$ cat config.mk
export PLATFORM = sky130hd
export DESIGN_NAME = instr_fetch_seq
export DESIGN_NICKNAME = d
export VERILOG_FILES = /design/src/rtl/instr_fetch_seq.sv
export SDC_FILE = /design/constraint.sdc
export NUM_CORES = 1
export LEC_CHECK = 0
export ABC_CLOCK_PERIOD_IN_PS = 4200
export CAP_MARGIN = 20
export CELL_PAD_IN_SITES_DETAIL_PLACEMENT = 0
export CELL_PAD_IN_SITES_GLOBAL_PLACEMENT = 1
export CORE_AREA = 2 2 217 219
export CTS_BUF_LIST = sky130_fd_sc_hd__clkbuf_4
export DETAILED_ROUTE_END_ITERATION = 12
export DIE_AREA = 0 0 219 221
export PLACE_DENSITY = 0.49
export SYNTH_ARGS = -nofsm -noshare
export SYNTH_HDL_FRONTEND = slang
export SYNTH_SLANG_ARGS = --single-unit
$ cat constraint.sdc
create_clock -name clk -period 4.2 [get_ports clk]
set_clock_uncertainty 0.2 [all_clocks]
set_input_delay 0.42 -clock clk [delete_from_list [all_inputs] [get_ports clk]]
set_output_delay 0.42 -clock clk [all_outputs]
set_load 0.1 [all_outputs]
$ cat src/rtl/instr_fetch_seq.sv
// Program-memory fetch sequencer feeding the CPU datapath: holds a small loadable
// program and issues one instruction per cycle until a HALT word or end of memory.
module instr_fetch_seq #(
   parameter int IW    = 19,
   parameter int DEPTH = 16,
   parameter int AW    = 4
) (
   input  logic          clk,
   input  logic          rst,
   input  logic          load_en,
   input  logic [AW-1:0] load_addr,
   input  logic [IW-1:0] load_data,
   input  logic          start,
   input  logic          stall,
   output logic [IW-1:0] instruction,
   output logic          instr_valid,
   output logic [AW-1:0] pc,
   output logic          busy,
   output logic          done
);

   typedef enum logic [1:0] {
      IDLE = 2'd0,
      RUN  = 2'd1,
      DONE = 2'd2
   } state_t;

   localparam logic [AW-1:0] LAST_ADDR = AW'(DEPTH - 1);
   localparam logic [2:0]    OP_HALT   = 3'b000;

   logic [IW-1:0] mem [DEPTH];

   state_t        state_reg;
   logic [IW-1:0] instr_reg;
   logic          valid_reg;
   logic [AW-1:0] pc_reg;
   logic          busy_reg;
   logic          done_reg;
   logic          wrap_reg;

   logic [IW-1:0] fetch_word;
   logic          fetch_halt;
   logic          write_ok;

   assign fetch_word = mem[pc_reg];
   assign fetch_halt = (fetch_word[IW-1 -: 3] == OP_HALT);

   // The program is frozen while running; reset also blocks writes.
   assign write_ok = load_en && !rst && (state_reg != RUN);

   always_ff @(posedge clk) begin
      if (write_ok) begin
         mem[load_addr] <= load_data;
      end
   end

   always_ff @(posedge clk) begin
      if (rst) begin
         state_reg <= IDLE;
         instr_reg <= '0;
         valid_reg <= 1'b0;
         pc_reg    <= '0;
         busy_reg  <= 1'b0;
         done_reg  <= 1'b0;
         wrap_reg  <= 1'b0;
      end else begin
         case (state_reg)
            IDLE: begin
               if (start) begin
                  state_reg <= RUN;
                  pc_reg    <= '0;
                  busy_reg  <= 1'b1;
                  wrap_reg  <= 1'b0;
               end
            end
            RUN: begin
               if (!stall) begin
                  if (wrap_reg || fetch_halt) begin
                     // After the last address the pc has already wrapped; no fetch happens.
                     state_reg <= DONE;
                     instr_reg <= '0;
                     valid_reg <= 1'b0;
                     busy_reg  <= 1'b0;
                     done_reg  <= 1'b1;
                     wrap_reg  <= 1'b0;
                  end else begin
                     instr_reg <= fetch_word;
                     valid_reg <= 1'b1;
                     pc_reg    <= pc_reg + AW'(1);
                     wrap_reg  <= (pc_reg == LAST_ADDR);
                  end
               end
            end
            DONE: begin
               instr_reg <= '0;
               valid_reg <= 1'b0;
               if (start) begin
                  state_reg <= RUN;
                  pc_reg    <= '0;
                  busy_reg  <= 1'b1;
                  done_reg  <= 1'b0;
                  wrap_reg  <= 1'b0;
               end
            end
            default: begin
               state_reg <= IDLE;
               instr_reg <= '0;
               valid_reg <= 1'b0;
               pc_reg    <= '0;
               busy_reg  <= 1'b0;
               done_reg  <= 1'b0;
               wrap_reg  <= 1'b0;
            end
         endcase
      end
   end

   assign instruction = instr_reg;
   assign instr_valid = valid_reg;
   assign pc          = pc_reg;
   assign busy        = busy_reg;
   assign done        = done_reg;

endmodule

==> results.txt, run 1 <==
----------------------------------------------------
[Synthesis]
  Cell variety after synth ... 40
  Part of the Yosys area used for sequential elements ... between 70% and 80%
  Number of instances in the synthesized netlist ... 578
  Post-Synthesis Net Count ... 607
  Synthesized area divided by synthesized cell count ... 22.1 um^2
  FF+latch count, synth ... approximately 340
  Synthesized cell area ... 12,800 um^2
  Total of warnings raised by yosys ... 0

[Clocking]
  TritonCTS buffer count ... 87
  Clock root cell ... sky130_fd_sc_hd__clkbuf_4
  Number of post-CTS setup repair buffers ... 0
  TritonCTS clock tree ... built
  Number of buffers between clock root and the deepest sink ... 3
  Clock latency on the worst-skew pair ... 740 ps
  Total of hold buffers inserted after clock tree synthesis ... 0
  CTS HTree Levels ... 3
  Total clock sinks ... 337
  Number of gates resized after cts ... 0
  Clock-pin transition on the worst setup and hold timing paths ... 70 ps

[STA]
  Total of endpoints with negative setup slack in the final report ... 0
  Max-slew violations ... 0
  Shortest period the worst path allows ... 3100 ps
  Fin crit share ... around 74%
  Highest achievable clock rate ... 322 MHz
  Relative max-transition margin ... between 30% and 40%
  Setup slack after layout ... ~1100 ps
  Worst Tran Pin Value ... 1010 ps
  Unrepaired setup endpoints after global routing ... no
  Setup tns final ... 0 ps
  Number of endpoints with negative hold slack in the final report ... 0

[Global routing]
  Initial antenna violation count ... 2
  Pin count of the biggest net entering global routing ... 35
  Final global-route overflow total ... 0
  Global-route wire length before repair ... 47,000 um
  Via count of the first global-routing pass ... slightly below 7,000
  Global-route usage over all layers ... around 13%

[Placement]
  Post-placement cell count ... 1,234
  Placer congestion estimate ... 0.792
  Post-DP Area ... 14,100 um^2
  Worst slack after detailed placement ... 977 ps
  I/O Buffers ... 53
  Placed wire-length estimate ... about 20,000 um

[Layout]
  Synth-to-Final Area Change ... 20.3%
  Number of fillers in the final layout ... 4,443
  Ratio of cells with drive above 1 in the final layout ... 36.4%
  Core Util, Final ... 33.3%
  Max reg flops ... 304
  Area taken by flip-flops and latches ... 9800 um^2
  Final Non-Filler Cells ... 1,396
  Final instance area ... 15,400 um^2
  Area occupied by multi-input gates ... 2860 um^2
  Nets ... 745

[Detailed routing]
  Mean number of vias per cell ... 4.65
  Post-detailed-routing wire length ... 31,800 um
  Avg WL per Cell ... 22.8 um
  Number of vias in the routed layout ... 6,495
  DRC violations left ... 0
  ANT nets after route ... 0
  Initial detailed-routing violation count ... 626
  Drt pass-1 iters ... 5

[Status]
  Status ... complete, no violations

[Critical path]
  Critical path data arrival time ... 3540 ps
  Crit path max fanout ... 23
  Kind of start point of the critical path ... register
  Endpoint required time on the critical path ... ~4600 ps
  Worst setup path class ... reg -> reg
  Critical Path Sink Type ... register

[Floorplan]
  Floorplan row count ... 79
  Width of the die ... between 200 and 250 um
  Total die area ... ~48,000 um^2
  Die height ... 221 um
  Number of ports placed on the die boundary ... 54
  Initial cell density of the core ... 27.7%
  Core outline area ... 46,100 um^2

[Pwr]
  Share of total power in combinational logic ... between 4 and 5%
  Power per standard cell area ... 457 nW/um^2
  Power share of the clock group ... 42.7%
  Power share of the sequential group ... a little over half
  Leak pwr ... 4.80 nW
  Internal power component ... around 5.5 mW
  Switching fraction of total power ... between 20 and 25%
  Power dissipated by switching net loads ... 1.56 mW
  Worst voltage drop across the vdd grid ... approximately 0.18 mV

[Worst hold path]
  Hold path startpoint ... start
  Class of the tightest hold or removal check ... in -> reg

[Job]
  Count of max-cap constraint violations ... 0

----------------------------------------------------
[cells in the final DEF (no fill, tap or decap), types with 4 or more instances in the layout]
master / count
sky130_fd_sc_hd__clkdlybuf4s50_1: 53
sky130_fd_sc_hd__a22oi_1: 6
sky130_fd_sc_hd__clkbuf_4: 129
sky130_fd_sc_hd__inv_1: 4
sky130_fd_sc_hd__nand2b_1: 4
sky130_fd_sc_hd__nor3_2: 4
sky130_fd_sc_hd__buf_4: 25
sky130_fd_sc_hd__nand2_1: 10
sky130_fd_sc_hd__edfxtp_1: 304
sky130_fd_sc_hd__dfxtp_1: 30
sky130_fd_sc_hd__a22o_1: 18
sky130_fd_sc_hd__nor2_1: 14
sky130_fd_sc_hd__clkinv_2: 7
sky130_fd_sc_hd__clkinv_1: 17
sky130_fd_sc_hd__mux4_2: 92
sky130_fd_sc_hd__bufinv_16: 4
sky130_fd_sc_hd__a21oi_1: 6
sky130_fd_sc_hd__nand3_1: 7
sky130_fd_sc_hd__nor2_2: 12
[area by class of cell]
| cell class | count | share of cell area (%) |
|---|---|---|
| flip-flops and latches | 337 | 63.8 |
| multi-input cells | 208 | 18.6 |
| clock buffers | 129 | 6.31 |
| well taps | 607 | 4.95 |
| repair buffers | 78 | 4.68 |
| clock inverters | 30 | 1.48 |
| inverters | 4 | 0.0978 |
| diodes | 3 | 0.0489 |
[power by group through the flow]
| stage | Combinational, mW | Sequential, mW | Clock [mW] |
|---|---|---|---|
| final | 0.319 | 3.70 | 2.99 |
| after global routing | 0.339 | 3.70 | 3.27 |
| after CTS | 0.324 | 3.70 | 3.11 |
| after detailed placement | 0.323 | 3.78 | 0 |
| after global placement | 0.316 | 3.78 | 0 |
| after floorplan | 0.127 | 3.83 | 0 |
[per-layer routing]
layer  vias up  global-route usage (%)  share of wire, %  wire [um]
li1       2794                       -                 -          -
met1      3442                    18.9                46      14700
met2       217                    20.3                46      14600
met3        42                    3.18               5.7       1820
met4         0                    5.27               1.9        619
met5         -                       0                 0          0
[critical path, cell delays in order (launching register included)]
cell and delay, ps:
sky130_fd_sc_hd__dfxtp_4 670, sky130_fd_sc_hd__mux4_2 560, sky130_fd_sc_hd__a22oi_1 230, sky130_fd_sc_hd__nand3_1 170
sky130_fd_sc_hd__or3_1 540, sky130_fd_sc_hd__and2_4 310, sky130_fd_sc_hd__mux2_2 290
[cell families (layout without fill, tap and decap cells)]
group                    after synthesis  after routing  share of synthesized area [%]
AO/OA/AOI/OAI                         43             43                           2.70
adder cells (fa/ha/maj)                1              1                         0.0980
buffers and inverters                 33            241                           1.30
flip-flops                           337            337                           76.7
multiplexers                          96             96                           16.6
other                                  0              3                              0
AND/OR/NAND/NOR                       68             68                           2.60
[final timing paths]
kind	end	slack (ps)	cells after the start
hold reg to reg	instruction[4]	300	1
setup / recovery	pc[0]	1100	6
setup reg to reg	pc[0]	1100	6
hold / removal	state_reg[0]	150	3
[synthesized netlist by cell type]
master                        n  share of area, %
sky130_fd_sc_hd__a211oi_1     2              0.12
sky130_fd_sc_hd__nor2_1      26              0.76
sky130_fd_sc_hd__nand3_1      7              0.27
sky130_fd_sc_hd__buf_8        1              0.12
sky130_fd_sc_hd__a2111oi_0    2              0.14
sky130_fd_sc_hd__nor3_1       6              0.24
sky130_fd_sc_hd__mux2_2       2              0.18
sky130_fd_sc_hd__buf_2        7              0.27
sky130_fd_sc_hd__a22oi_2      1             0.098
sky130_fd_sc_hd__nand3b_1     1             0.059
sky130_fd_sc_hd__nand2_1     10              0.29
sky130_fd_sc_hd__nor4bb_1     1             0.078
sky130_fd_sc_hd__nor4_1       1             0.049
sky130_fd_sc_hd__mux4_2      92                16
sky130_fd_sc_hd__clkbuf_1    13              0.38
sky130_fd_sc_hd__nand3_2      1             0.078
sky130_fd_sc_hd__dfxtp_1     33               5.2
sky130_fd_sc_hd__buf_6        3              0.26
sky130_fd_sc_hd__a32oi_1      1             0.069
sky130_fd_sc_hd__nand2b_1     4              0.20
sky130_fd_sc_hd__o21ai_0      2             0.078
sky130_fd_sc_hd__ha_1         1             0.098
sky130_fd_sc_hd__nor3b_1      1             0.059
sky130_fd_sc_hd__or3_1        2             0.098
sky130_fd_sc_hd__and3_1       1             0.049
sky130_fd_sc_hd__a21oi_1      6              0.24
sky130_fd_sc_hd__mux2_1       2              0.18
sky130_fd_sc_hd__nor2b_1      4              0.20
sky130_fd_sc_hd__a22o_1      18               1.2
sky130_fd_sc_hd__o2bb2a_1     1             0.078
sky130_fd_sc_hd__edfxtp_1   304                72
sky130_fd_sc_hd__nand4_1      1             0.049
sky130_fd_sc_hd__and2_4       1             0.069
sky130_fd_sc_hd__o31ai_1      1             0.059
sky130_fd_sc_hd__buf_1        5              0.15
sky130_fd_sc_hd__a211o_1      2              0.14
sky130_fd_sc_hd__inv_1        4              0.12
sky130_fd_sc_hd__or2_2        1             0.049
sky130_fd_sc_hd__o22ai_2      1             0.098
sky130_fd_sc_hd__a22oi_1      6              0.35
[through the flow]
step           hold WS [ps]  total power, mW
2_1_floorplan           319             3.95
3_3_place_gp            274             4.09
3_5_place_dp            289             4.10
4_1_cts                51.6             7.13
5_1_grt                89.7             7.32
6_report                149             7.02
No activity file was read; power rests on OpenSTA's default activity.
==> run 2: changes to the inputs <==
ABC_CLOCK_PERIOD_IN_PS = 2700   (was 4200)
PLACE_DENSITY = 0.5   (was 0.49)
clock period = 2.7 ns   (was 4.2 ns; I/O delays follow)
==> run 2 against run 1 <==
Against the previous run: core utilization up 0.98 points; clock power is 55% higher; largest power group unchanged; critical path depth up 2; clock-buffer cell count grew 4; wire length shrank 2.2%; via count rose by 1.6%; cell count increased by 2.7%; combinational power rose by 63%; worst hold slack got worse by 52 ps.
==> results.txt, run 2 (synthesis results as in run 1) <==
----------------------------------------------------
[Global routing]
  Pin count of the biggest net entering global routing ... 33 (-5.7%)
  Final global-route overflow total ... 0 (unchanged)
  Global-route usage over all layers ... 13.1% (-0.33 points)
  Initial antenna violation count ... 2 (unchanged)
  Via count of the first global-routing pass ... 7,116 (+2.5%)
  Global-route wire length before repair ... 45,800 um (-2.5%)

[Detailed routing]
  Initial detailed-routing violation count ... 565 (-9.7%)
  Post-detailed-routing wire length ... 31,100 um (-2.2%)
  ANT nets after route ... 0 (unchanged)
  Avg WL per Cell ... 21.7 um (-4.7%)
  Number of vias in the routed layout ... 6,601 (+1.6%)
  Mean number of vias per cell ... 4.61 (-0.99%)
  Drt pass-1 iters ... 5 (unchanged)
  DRC violations left ... 0 (unchanged)

[Floorplan]
  Width of the die ... 219 um (unchanged)
  Die height ... 221 um (unchanged)
  Core outline area ... 46,100 um^2 (unchanged)
  Total die area ... 48,400 um^2 (unchanged)
  Initial cell density of the core ... 27.7% (unchanged)
  Number of ports placed on the die boundary ... 54 (unchanged)
  Floorplan row count ... 79 (unchanged)

[STA]
  Highest achievable clock rate ... 384 MHz (+19%)
  Unrepaired setup endpoints after global routing ... no
  Total of endpoints with negative setup slack in the final report ... 0 (unchanged)
  Relative max-transition margin ... 57.6% (+25 points)
  Worst Tran Pin Value ... 634 ps (-379 ps)
  Number of endpoints with negative hold slack in the final report ... 0 (unchanged)
  Shortest period the worst path allows ... 2610 ps (-499 ps)
  Max-slew violations ... 0 (unchanged)
  Fin crit share ... 96.5% (+23 points)

[Pwr]
  Worst voltage drop across the vdd grid ... 0.230 mV (+26%)
  Power per standard cell area ... 689 nW/um^2 (+51%)
  Leak pwr ... 5.08 nW (+5.9%)

[Critical path]
  Worst setup path class ... reg -> reg
  Crit path max fanout ... 8 (-65%)
  Critical path data arrival time ... 3030 ps (-510 ps)
  Kind of start point of the critical path ... register
  Endpoint required time on the critical path ... 3120 ps (-1510 ps)
  Critical Path Sink Type ... register

[Placement]
  Post-placement cell count ... 1,259 (+2.0%)
  I/O Buffers ... 53 (unchanged)
  Placer congestion estimate ... 0.738 (-6.8%)
  Post-DP Area ... 14,500 um^2 (+2.5%)
  Placed wire-length estimate ... 17,900 um (-7.9%)

[Clocking]
  TritonCTS clock tree ... built
  Total clock sinks ... 337 (unchanged)
  CTS HTree Levels ... 3 (unchanged)
  Clock-pin transition on the worst setup and hold timing paths ... 60 ps (about the same)
  Clock root cell ... sky130_fd_sc_hd__clkbuf_4
  TritonCTS buffer count ... 90 (+3.4%)
  Number of buffers between clock root and the deepest sink ... 3 (unchanged)
  Clock latency on the worst-skew pair ... 740 ps (about the same)

[Layout]
  Final instance area ... 15,800 um^2 (+2.9%)
  Final Non-Filler Cells ... 1,433 (+2.7%)
  Ratio of cells with drive above 1 in the final layout ... 42.1% (+5.7 points)
  Nets ... 779 (+4.6%)
  Synth-to-Final Area Change ... 23.8%
  Max reg flops ... 304 (unchanged)
  Most frequent standard cell in the layout excluding fill and tap cells ... sky130_fd_sc_hd__edfxtp_1
  Most frequent cells in the layout ... 304 x sky130_fd_sc_hd__edfxtp_1, 133 x sky130_fd_sc_hd__clkbuf_4, 92 x sky130_fd_sc_hd__mux4_2

[Status]
  Status ... complete, no violations

[Worst hold path]
  Class of the tightest hold or removal check ... in -> reg

[Job]
  Count of max-cap constraint violations ... 0 (unchanged)

----------------------------------------------------
[run 2: cell type report]
cell class | instances | area [um^2]
Multi-Input combinational cell | 208 | 2910
Antenna cell | 1 | 2.50
Clock inverter | 34 | 211
Clock buffer | 133 | 998
Inverter | 4 | 15.0
Timing Repair Buffer | 109 | 1110
Fill cell | 4407 | 30300
Tap cell | 607 | 759
Sequential cell | 337 | 9800
[run 2: final timing paths]
kind,startpoint,end,slack (ps),cells after the start
setup reg to reg,register,done,90,8
setup / recovery,register,done,90,8
hold reg to reg,instruction[3],instruction[3],300,1
hold / removal,rst,instr_valid,100,3
[run 2: metal layers]
layer	GRT usage (%)	up-vias	part of all wire, %	routed length (um)
met2	21.2	204	49	15200
met4	4.90	2	1.6	493
met3	3.20	46	5.1	1590
met5	0	-	0.035	11
li1	-	2860	-	-
met1	17.1	3489	44	13800
[run 2: metrics by stage]
stage | setup WS (ps) | hold slack [ps] | util, % | TNS [ps] | power, mW
2_1_floorplan | 36.6 | 169 | - | 0 | 6.15
3_3_place_gp | 19.6 | 293 | 31.5 | 0 | 6.36
3_5_place_dp | -45.9 | 290 | 31.5 | -183 | 6.38
4_1_cts | 3.99 | 5.14 | 34.3 | 0 | 11.1
5_1_grt | 5.93 | 70.2 | 34.3 | 0 | 11.4
6_report | 94.7 | 97.4 | 34.3 | 0 | 10.9
[run 2: power breakdown]
| part | total [mW] | leakage [nW] | switching (mW) | internal, mW |
|---|---|---|---|---|
| combinational | 0.521 | 1.35 | 0.322 | 0.200 |
| sequential | 5.75 | 3.01 | 0.0256 | 5.72 |
| clock | 4.62 | 0.723 | 2.07 | 2.55 |
| total | 10.9 | 5.08 | 2.42 | 8.48 |
[run 2: worst max-delay path, stage by stage (launching register included)]
cell and delay (ps):
sky130_fd_sc_hd__dfxtp_4 390, sky130_fd_sc_hd__buf_4 130, sky130_fd_sc_hd__mux4_2 500, sky130_fd_sc_hd__a22oi_1 220, sky130_fd_sc_hd__nand3_1 130, sky130_fd_sc_hd__or3_4 360
sky130_fd_sc_hd__buf_4 190, sky130_fd_sc_hd__o21ai_2 150, sky130_fd_sc_hd__o2bb2a_1 230
[run 2: repair_timing]
action / 4_1_cts / 5_1_grt
gates resized for setup: 3 / 6
hold buffers: 1 / 0
setup buffers: 5 / 0
gates cloned: 0 / 0
endpoints found under the hold margin: 1 / 0
pin swaps: 0 / 1
setup endpoints to repair: 8 / 13
